==> config.mk <==
export PLATFORM = sky130hd
export DESIGN_NAME = menu_select_controller_flat
export DESIGN_NICKNAME = d
export VERILOG_FILES = /design/src/rtl/menu_select_controller_pkg.sv /design/src/rtl/menu_select_controller_if.sv /design/src/rtl/menu_select_controller_button_debouncer.sv /design/src/rtl/menu_select_controller.sv /design/src/flat_wrapper.sv
export SDC_FILE = /design/constraint.sdc
export NUM_CORES = 1
export LEC_CHECK = 0
export CELL_PAD_IN_SITES_DETAIL_PLACEMENT = 2
export CELL_PAD_IN_SITES_GLOBAL_PLACEMENT = 2
export CORE_ASPECT_RATIO = 0.5
export CORE_UTILIZATION = 40
export DETAILED_ROUTE_END_ITERATION = 16
export PLACE_DENSITY_LB_ADDON = 0.1
export SLEW_MARGIN = 5
export SYNTH_ARGS = -nofsm -noshare
export SYNTH_HDL_FRONTEND = slang
export SYNTH_SLANG_ARGS = --single-unit
==> constraint.sdc <==
create_clock -name clock -period 3.45 [get_ports clock]
set_clock_uncertainty 0.15 [all_clocks]
set_input_delay 0.345 -clock clock [delete_from_list [all_inputs] [get_ports clock]]
set_output_delay 0.345 -clock clock [all_outputs]
set_load 0.02 [all_outputs]
==> src/rtl/menu_select_controller_pkg.sv <==
// Shared option/screen codes, button event indices and metadata field layout for the main menu.
package menu_pkg;

  localparam logic [2:0] OPT_PLAY1P  = 3'd0;
  localparam logic [2:0] OPT_ENDLESS = 3'd1;
  localparam logic [2:0] OPT_PLAY2P  = 3'd2;
  localparam logic [2:0] OPT_TOP1P   = 3'd3;
  localparam logic [2:0] OPT_TOPEND  = 3'd4;

  localparam logic [2:0] SCR_MENU   = 3'd0;
  localparam logic [2:0] SCR_GAME   = 3'd1;
  localparam logic [2:0] SCR_SCORES = 3'd2;

  localparam int MD_WIDTH      = 29;
  localparam int MD_CURSOR_LSB = 26;
  localparam int MD_SCREEN_LSB = 23;

  // Event index doubles as priority: lower index wins.
  localparam int NUM_BTN = 6;
  localparam logic [2:0] EV_UP     = 3'd0;
  localparam logic [2:0] EV_DOWN   = 3'd1;
  localparam logic [2:0] EV_LEFT   = 3'd2;
  localparam logic [2:0] EV_RIGHT  = 3'd3;
  localparam logic [2:0] EV_SELECT = 3'd4;
  localparam logic [2:0] EV_BACK   = 3'd5;

  typedef enum logic [1:0] {ST_MENU, ST_LAUNCH, ST_RUN, ST_SCORES} menuState_e;

  function automatic logic [2:0] screenOf(input menuState_e st);
    case (st)
      ST_LAUNCH, ST_RUN: screenOf = SCR_GAME;
      ST_SCORES:         screenOf = SCR_SCORES;
      default:           screenOf = SCR_MENU;
    endcase
  endfunction

  function automatic logic [2:0] moveCursor(input logic [2:0] cur, input logic [2:0] ev);
    logic col0;
    col0 = (cur <= OPT_PLAY2P);
    moveCursor = cur;
    case (ev)
      EV_UP:    moveCursor = col0 ? ((cur == OPT_PLAY1P) ? OPT_PLAY2P : cur - 3'd1)
                                  : ((cur == OPT_TOP1P) ? OPT_TOPEND : OPT_TOP1P);
      EV_DOWN:  moveCursor = col0 ? ((cur == OPT_PLAY2P) ? OPT_PLAY1P : cur + 3'd1)
                                  : ((cur == OPT_TOP1P) ? OPT_TOPEND : OPT_TOP1P);
      EV_LEFT:  if (!col0) moveCursor = (cur == OPT_TOP1P) ? OPT_PLAY1P : OPT_ENDLESS;
      EV_RIGHT: if (col0) moveCursor = (cur == OPT_PLAY1P) ? OPT_TOP1P : OPT_TOPEND;
      default:  moveCursor = cur;
    endcase
  endfunction

endpackage

==> src/rtl/menu_select_controller_if.sv <==
// Board buttons and game-core handshake seen by the menu controller; master is the controller side.
interface menu_select_controller_if;
  import menu_pkg::*;

  logic                btn_up;
  logic                btn_down;
  logic                btn_left;
  logic                btn_right;
  logic                btn_select;
  logic                btn_back;
  logic                game_over;
  logic [MD_WIDTH-1:0] metadata;
  logic                start_pulse;
  logic [2:0]          game_mode;

  modport master (
    input  btn_up, btn_down, btn_left, btn_right, btn_select, btn_back, game_over,
    output metadata, start_pulse, game_mode
  );

  modport slave (
    output btn_up, btn_down, btn_left, btn_right, btn_select, btn_back, game_over,
    input  metadata, start_pulse, game_mode
  );

endinterface

==> src/rtl/menu_select_controller_button_debouncer.sv <==
// One button: 2-flop sync, stable-count debounce, registered rise pulse DEBOUNCE_CYCLES+2 edges after the press.
module button_debouncer #(
  parameter int DEBOUNCE_CYCLES = 500000
) (
  input  logic clock,
  input  logic reset,
  input  logic rawIn,
  output logic held,
  output logic rise
);

  localparam int CNT_W = $clog2(DEBOUNCE_CYCLES) + 1;

  logic             syncA;
  logic             syncB;
  logic             level;
  logic             levelPrev;
  logic             riseQ;
  logic [CNT_W-1:0] stableCnt;

  always_ff @(posedge clock) begin
    if (reset) begin
      syncA     <= 1'b0;
      syncB     <= 1'b0;
      level     <= 1'b0;
      levelPrev <= 1'b0;
      riseQ     <= 1'b0;
      stableCnt <= '0;
    end else begin
      syncA     <= rawIn;
      syncB     <= syncA;
      levelPrev <= level;
      riseQ     <= level & ~levelPrev;
      // Any sample agreeing with the current level restarts the count.
      if (syncB == level) begin
        stableCnt <= '0;
      end else if (stableCnt == CNT_W'(DEBOUNCE_CYCLES - 1)) begin
        level     <= syncB;
        stableCnt <= '0;
      end else begin
        stableCnt <= stableCnt + CNT_W'(1);
      end
    end
  end

  assign held = level & syncB;
  assign rise = riseQ;

endmodule

==> src/rtl/menu_select_controller.sv <==
// Main-menu FSM: debounced button events move the cursor, open scores or launch a game; metadata is registered.
// A press held from edge k changes metadata at edge k+DEBOUNCE_CYCLES+3. Define MENU_AUTOREPEAT_EN for held-direction repeat.
module menu_select_controller
  import menu_pkg::*;
#(
  parameter int DEBOUNCE_CYCLES = 500000,
  parameter int REPEAT_DELAY    = 25000000,
  parameter int REPEAT_RATE     = 5000000
) (
  input logic                     clock,
  input logic                     reset,
  menu_select_controller_if.master bus
);

  logic [NUM_BTN-1:0] rawBtn;
  logic [NUM_BTN-1:0] btnHeld;
  logic [NUM_BTN-1:0] btnRise;
  logic [NUM_BTN-1:0] evt;
  logic               evtVld;
  logic [2:0]         winIdx;

  menuState_e state, stateNext;
  logic [2:0] cursor, cursorNext;
  logic [2:0] screen;
  logic [2:0] gameMode;

  assign rawBtn = {bus.btn_back, bus.btn_select, bus.btn_right,
                   bus.btn_left, bus.btn_down, bus.btn_up};

  for (genvar i = 0; i < NUM_BTN; i++) begin : gBtn
    button_debouncer #(.DEBOUNCE_CYCLES(DEBOUNCE_CYCLES)) uDebounce (
      .clock (clock),
      .reset (reset),
      .rawIn (rawBtn[i]),
      .held  (btnHeld[i]),
      .rise  (btnRise[i])
    );
  end

`ifdef MENU_AUTOREPEAT_EN
  localparam int RPT_MAX = (REPEAT_DELAY > REPEAT_RATE) ? REPEAT_DELAY : REPEAT_RATE;
  localparam int RPT_W   = $clog2(RPT_MAX) + 1;

  logic [RPT_W-1:0] rptCnt;
  logic [RPT_W-1:0] rptTarget;
  logic             rptActive;
  logic             rptFirst;
  logic [1:0]       rptBtn;
  logic             rptFire;
  logic             dirTaken;

  always_comb begin
    rptTarget = rptFirst ? RPT_W'(REPEAT_DELAY - 1) : RPT_W'(REPEAT_RATE - 1);
    rptFire   = rptActive && btnHeld[rptBtn] && (state == ST_MENU) && (rptCnt == rptTarget);
    evt       = btnRise;
    if (rptFire) evt[rptBtn] = 1'b1;
  end

  assign dirTaken = (state == ST_MENU) && evtVld && (winIdx <= EV_RIGHT);

  // Any acted-on direction restarts the timer; anything else disarms it.
  always_ff @(posedge clock) begin
    if (reset) begin
      rptCnt    <= '0;
      rptActive <= 1'b0;
      rptFirst  <= 1'b1;
      rptBtn    <= '0;
    end else if (dirTaken) begin
      rptActive <= 1'b1;
      rptCnt    <= '0;
      rptBtn    <= winIdx[1:0];
      rptFirst  <= !(rptFire && (winIdx[1:0] == rptBtn));
    end else if (evtVld || (state != ST_MENU) || !btnHeld[rptBtn]) begin
      rptActive <= 1'b0;
    end else begin
      rptCnt <= rptCnt + RPT_W'(1);
    end
  end
`else
  logic [NUM_BTN-1:0] unusedHeld;
  localparam bit unusedRepeatCfg = (REPEAT_DELAY > 0) && (REPEAT_RATE > 0);
  assign unusedHeld = btnHeld;
  assign evt        = btnRise;
`endif

  always_comb begin
    evtVld = |evt;
    winIdx = EV_BACK;
    for (int i = NUM_BTN - 1; i >= 0; i--) begin
      if (evt[i]) winIdx = 3'(i);
    end
  end

  always_comb begin
    stateNext  = state;
    cursorNext = cursor;
    case (state)
      ST_MENU: begin
        if (evtVld) begin
          if (winIdx == EV_SELECT) begin
            stateNext = (cursor <= OPT_PLAY2P) ? ST_LAUNCH : ST_SCORES;
          end else if (winIdx != EV_BACK) begin
            cursorNext = moveCursor(cursor, winIdx);
          end
        end
      end
      ST_LAUNCH: stateNext = ST_RUN;
      ST_RUN:    if (bus.game_over) stateNext = ST_MENU;
      ST_SCORES: if (evtVld && (winIdx == EV_SELECT || winIdx == EV_BACK)) stateNext = ST_MENU;
      default:   stateNext = ST_MENU;
    endcase
  end

  // game_mode is loaded on entry to LAUNCH so it is valid alongside start_pulse.
  always_ff @(posedge clock) begin
    if (reset) begin
      state    <= ST_MENU;
      cursor   <= OPT_PLAY1P;
      screen   <= SCR_MENU;
      gameMode <= 3'd0;
    end else begin
      state  <= stateNext;
      cursor <= cursorNext;
      screen <= screenOf(stateNext);
      if (stateNext == ST_LAUNCH) gameMode <= cursor;
    end
  end

  assign bus.metadata    = {cursor, screen, {MD_SCREEN_LSB{1'b0}}};
  assign bus.start_pulse = (state == ST_LAUNCH);
  assign bus.game_mode   = gameMode;

endmodule

==> src/flat_wrapper.sv <==
// flat-port wrapper written by rule: the top's interface ports become plain ports
module menu_select_controller_flat import menu_pkg::*;
#(
  parameter int DEBOUNCE_CYCLES = 500000,
  parameter int REPEAT_DELAY    = 25000000,
  parameter int REPEAT_RATE     = 5000000
)
  (clock, reset, bus_btn_up, bus_btn_down, bus_btn_left, bus_btn_right, bus_btn_select, bus_btn_back, bus_game_over, bus_metadata, bus_start_pulse, bus_game_mode);
  menu_select_controller_if bus_i ();
  input logic clock;
  input logic reset;
  input wire logic [$bits(bus_i.btn_up)-1:0] bus_btn_up;
  input wire logic [$bits(bus_i.btn_down)-1:0] bus_btn_down;
  input wire logic [$bits(bus_i.btn_left)-1:0] bus_btn_left;
  input wire logic [$bits(bus_i.btn_right)-1:0] bus_btn_right;
  input wire logic [$bits(bus_i.btn_select)-1:0] bus_btn_select;
  input wire logic [$bits(bus_i.btn_back)-1:0] bus_btn_back;
  input wire logic [$bits(bus_i.game_over)-1:0] bus_game_over;
  output wire logic [$bits(bus_i.metadata)-1:0] bus_metadata;
  output wire logic [$bits(bus_i.start_pulse)-1:0] bus_start_pulse;
  output wire logic [$bits(bus_i.game_mode)-1:0] bus_game_mode;
  assign bus_i.btn_up = bus_btn_up;
  assign bus_i.btn_down = bus_btn_down;
  assign bus_i.btn_left = bus_btn_left;
  assign bus_i.btn_right = bus_btn_right;
  assign bus_i.btn_select = bus_btn_select;
  assign bus_i.btn_back = bus_btn_back;
  assign bus_i.game_over = bus_game_over;
  assign bus_metadata = bus_i.metadata;
  assign bus_start_pulse = bus_i.start_pulse;
  assign bus_game_mode = bus_i.game_mode;
  menu_select_controller #(.DEBOUNCE_CYCLES(DEBOUNCE_CYCLES), .REPEAT_DELAY(REPEAT_DELAY), .REPEAT_RATE(REPEAT_RATE)) u_core (.clock(clock), .reset(reset), .bus(bus_i));
endmodule
# Word-level counts from Yosys, hierarchy flattened
# Index checks and enable logic that the tools add are counted.
# word_totals
ff_bits,161
inputBits,9
word_cells,139
# op_classes
n_addsub,8
n_lt_le_gt_ge,1
eq_ne,28
muxes,22
n_bitwise,19
reduce_logical,21
# ops
op,n
$add A20 B1 Y20 const B,6
$eq A20 B19 Y1 const B,6
$mux W3,12
$reduce_or A3 Y1,6
$not A1 Y1,13
$eq A3 B2 Y1 const B,4
$pmux W3 S4,1
$reduce_and A2 Y1,6
$mux W2,5
$eq A2 B2 Y1 const B,4
$pmux W2 S4,1
$reduce_and A7 Y1,1
$and A1 B1 Y1,6
$eq A1 B1 Y1,6
$eq A3 B3 Y1 const B,2
$logic_not A3 Y1,2
$reduce_or A6 Y1,1
$eq A2 B1 Y1 const B,2
$pmux W2 S2,1
$reduce_bool A4 Y1,1
$add A3 B1 Y3 const B,1
$eq A3 B1 Y1 const B,1
$le A3 B2 Y1 const B,1
$ne A3 B3 Y1 const B,1
other kinds (8),9

# Depth between registers and ports, before layout
# depth
ltp_word,13
mapped_depth,8

# Modules after synthesis
# Synthesis repeated with hierarchy kept, for this count alone.
# unflattened
hier_cells,820
hier_area_um2,7474.7
# modules_own_cells
mod,instances,cells_each,area_per_inst_um2,seq_area_each_um2
button_debouncer,6,118,1094.8,500.5
menu_select_controller,1,112,905.9,200.2

# Worst setup path before layout
# Ideal clock, no wire load.
# synth_timing
path_type,register to register
startpoint,register u_core.cursor[0]
endpoint,register u_core.cursor[1]
setup_time_ns,0.091
arrival_time_ns,1.817
path_slack_ns,1.392
stages_incl_launch_ff,7
path_buffers,0
synth_period_minus_slack_ns,2.058
path_cell_list,dfxtp_1 inv_1 ha_1 nand2b_1 a211o_1 and3_1 a311oi_1
# synth_via
elab_chain_len,4
# synth_rtl
element,line,rtl
from (decl),menu_select_controller.sv:23,"logic [2:0] cursor, cursorNext;"
from (signal assigned),menu_select_controller.sv:123,cursor <= cursorNext;
"$add A3 B1 Y3, or another cell as far along",menu_select_controller_pkg.sv:44,EV_DOWN: moveCursor = col0 ? ((cur == OPT_PLAY2P) ? OPT_PLAY1P : cur + 3'd1)
"$mux W3, on equally long branches",-,
"$mux W3, on equally long branches","menu_select_controller_pkg.sv:44, menu_select_controller_pkg.sv:42, menu_select_controller_pkg.sv:47",
$pmux W3 S4,menu_select_controller_pkg.sv:41,case (ev)
# Parallel ways exist; a longest one is shown, timed or not. The select of a mux whose other input is x is not followed.
# A chain may end at the register's enable or synchronous reset.

# Worst setup path after layout
# layout_timing
startpoint,register u_core.gBtn[1].uDebounce.stableCnt[0]
endpoint,register u_core.gBtn[1].uDebounce.stableCnt[5]
# layout_via
elab_chain_len,2
# layout_rtl
element,line,rtl
from (decl),menu_select_controller_button_debouncer.sv:19,logic [CNT_W-1:0] stableCnt;
from (signal assigned),menu_select_controller_button_debouncer.sv:41,stableCnt <= stableCnt + CNT_W'(1);
branches (longest 2 deep; another with $add A20 B1 Y20),-,
# Parallel ways; which one is timed is not known.

==> impl_results.md <==
* Result of the run: finished with violations
* Violations in the final reports: DRC
* Max-slew violation total from the final report at 0
* Hold Path Class: flip-flop to flip-flop
* Number of design rule violations left after detail routing at 1
* Placer Congestion at 0.764
* Share of the synthesized area in the top cell type at 0.437
* Cell count after synthesis at 830
* Min Tclk post-route at 2.47 ns
* Max-cap check violation count at 0
* Cell Pwr Density at 475 nW/µm²
* Library cell occupying the most area in the post-synthesis netlist: dfxtp_1
* PnR Total Power at 3880 µW
* Vias at 5,955
* Cells after DPL at 1,057
* Post-detailed-route count of antenna-violating nets at 0
* Buffer cell driving the clock tree root: clkbuf_16
* Hold bufs inserted after CTS at 0
* Clock tree from TritonCTS: built
* Total number of H-tree levels at 4
* Global router's overall resource usage at 0.211
* Std cell rows at 34
* Final worst slack at 0.981 ns
* Setup violators final at 0
* Number of different library cells in the post-synthesis netlist at 57
* Die area at 18,900 µm²
* Cell with the largest stage delay on the worst path: a21o_1
* Final sum of negative setup slack at 0 ns
* Half-perimeter wire length after placement at 12,500 µm
* Worst setup slack before clock tree synthesis at 0.994 ns
* Relative slew slack at 0.461
* Quantity of gates resized following cts at 0
* Router iterations before antenna repair at 10
* Required arrival time at the worst endpoint at 3.59 ns
* Maximum VDD drop at 0.329 mV
* Sequence of cells on the critical path: ha_1 > nand4_1 > nor4_1 > a21o_1 > nor2_1
* Clock latency reported for the late side of the worst-skew pair at 0.43 ns
* Largest fanout on the critical path at 18
* Count of flip-flops with a built-in enable after synthesis at 0
* Area Overhead vs Synth at 11.4%
* Width of the die at 194 µm
* Share of the clock period used by the worst path after layout at 0.716
* Remaining global-route overflow at 0
* Yosys warning count at 0
* Count of input and output buffers at 17
* Clock Path Buffers at 2
* Worst path buffer plus inverter count at 0
* Mean area per synthesized cell at 8.84 µm²
* Flip-flop cell with the highest count after synthesis: dfxtp_1
* I/O pin total at 42
* Startpoint kind of the worst setup timing path: flip-flop
* Initial antenna violation count at 0
* Detail-routed via count per cell at 5.47
* Num CTS Buffers at 17
* # clock sinks at 160
* Drt first-iter violations at 124
* Class of the most critical setup path: flip-flop to flip-flop
* Final-layout fill cell count at 1,890
* Crit path arrival time at 2.61 ns
* CP delay by family, top: simple AND/OR/NAND/NOR gates
* Synth async-reset ratio at 0
* # Post-CTS Setup Buffers at 0
* Layout cells sized above 1 at 0.0562
* First-pass GRT wire length at 32,400 µm
* Dominant cells by area after synthesis: dfxtp_1 (44%), xor2_1 (5.5%), nor2_1 (5.2%)
* Vertical die dimension at 97.8 µm
* Actual transition at the worst max-transition pin at 0.808 ns
* Placeable Area at 17,700 µm²
* Portion of the post-synthesis area used by sequential elements at 0.437
* Maximum number of pins on one net before global-route repair at 21
* Fmax at 405 MHz
* Unrepaired setup endpoints after global routing: no
* Antenna diodes at 0
* Mapped Area at 7340 µm²
* Initial core utilization at 0.416
* Clock transition at path regs at 0.07 ns
* Element type at the critical path end: flip-flop
* Leakage power summed over all cells at 0.00259 µW
* CP max stage delay at 0.59 ns
* NumNets Final at 863
* Post-Layout Cell Count at 1,088
* Total wire length at 18,900 µm
* Hold Vio Cnt, Final at 0
* Wirelength per Cell at 17.3 µm
* Number of synthesized register bits at 160
* Via count of the first global-routing pass at 6,413
## worst paths after layout
path	startpoint	end	slack [ns]	depth (start not counted)
worst max-delay path	u_core.gBtn[1].uDebounce.stableCnt[0]$_SDFF_PP0_	u_core.gBtn[1].uDebounce.stableCnt[5]$_SDFF_PP0_	0.98	5
worst min-delay path	u_core.gBtn[2].uDebounce.levelPrev$_SDFF_PP0_	u_core.gBtn[2].uDebounce.rise$_SDFF_PP0_	0.23	1
worst max register to register	u_core.gBtn[1].uDebounce.stableCnt[0]$_SDFF_PP0_	u_core.gBtn[1].uDebounce.stableCnt[5]$_SDFF_PP0_	0.98	5
worst min register to register	u_core.gBtn[2].uDebounce.levelPrev$_SDFF_PP0_	u_core.gBtn[2].uDebounce.rise$_SDFF_PP0_	0.23	1
## report_power, final
group	internal [µW]	total, µW	switching (µW)	leakage (µW)
clock	1090	1890	809	0.000280
sequential	1860	1870	12.8	0.00129
combinational	41.2	120	78.5	0.00102
total	2980	3880	900	0.00259
## synth_stat cells, types with 2 or more instances
cell / instances
clkbuf_1: 15
nor2b_1: 31
o21ai_0: 28
buf_2: 8
or4_1: 23
inv_1: 24
a31oi_1: 2
nor3b_1: 2
o21ai_1: 2
a211oi_1: 2
nand4b_1: 4
nand4_1: 41
or3_1: 28
o31ai_1: 12
nor2_1: 102
buf_4: 25
nand2b_1: 12
xnor2_1: 33
dfxtp_1: 160
and4_1: 18
ha_1: 12
nand2_1: 36
nor4_1: 12
mux2i_1: 2
nor4b_1: 2
or2_2: 2
buf_6: 3
nand3_1: 38
o21bai_4: 2
a21oi_1: 43
or4bb_1: 3
or4b_2: 3
xor2_1: 46
o32ai_1: 3
nor3_1: 17
nand3b_1: 3
and2_1: 5
and3_1: 7
## metal layers
layer	GRT usage	vias up	wire, µm
met3	0.0380	22	347
met5	0	-	0
li1	-	2918	-
met2	0.381	52	9540
met1	0.253	2963	8710
met4	0.0738	0	276
## cell usage in the layout, fill, tap and decap left out, drive strengths merged, types with 3 or more instances in the layout
cell type,count
dfxtp,160
nor2,102
xor2,46
a21oi,43
nand4,41
nand3,38
nand2,36
xnor2,33
nor2b,31
o21ai,30
or3,29
inv,27
conb,24
or4,24
clkbuf,19
and4,18
nor3,17
clkdlybuf4s50,17
nor4,13
o31ai,12
nand2b,12
ha,12
and3,7
and2,5
clkinv,5
nand4b,4
buf,4
or4b,4
or4bb,3
o32ai,3
nand3b,3
or2,3
o21bai,3
## logic make-up after synthesis
| group | share of synthesized area |
|---|---|
| buffers and inverters | 0.0556 |
| AOI/OAI and AO/OA | 0.0871 |
| DFF | 0.437 |
| other | 0.000511 |
| muxes | 0.00426 |
| xor gates and xnor gates | 0.0943 |
| adders and majority gates | 0.0205 |
| and+or+nand+nor | 0.301 |
## sequential cells by signal, summed over array words and instances (netlist names)
register	count
u_core.gBtn.uDebounce.syncB	6
u_core.gBtn.uDebounce.rise	6
u_core.gBtn.uDebounce.stableCnt	120
u_core.gBtn.uDebounce.level	6
u_core.gBtn.uDebounce.syncA	6
u_core.gBtn.uDebounce.levelPrev	6
u_core.bus.game_mode	3
u_core.state	2
u_core.screen	2
u_core.cursor	3
## through the flow
stage	hold WS, ns	instance area, µm²	util
3_3_place_gp	0.222	7600	0.430
5_1_grt	0.244	8180	0.463
6_report	0.234	8180	0.463
3_5_place_dp	0.228	7600	0.430
4_1_cts	0.236	8180	0.463
2_1_floorplan	0.217	7420	-
## final cells by class
| class | instances | area [µm²] | area share |
|---|---|---|---|
| Sequential cell | 160 | 3200 | 0.392 |
| Timing Repair Buffer | 21 | 200 | 0.0245 |
| Clock inverter | 12 | 134 | 0.0164 |
| Clock buffer | 19 | 443 | 0.0542 |
| Tap cell | 234 | 293 | 0.0358 |
| Multi-Input combinational cell | 618 | 3810 | 0.466 |
| Inverter | 24 | 90.1 | 0.0110 |
(Power assumes the default switching activity.)
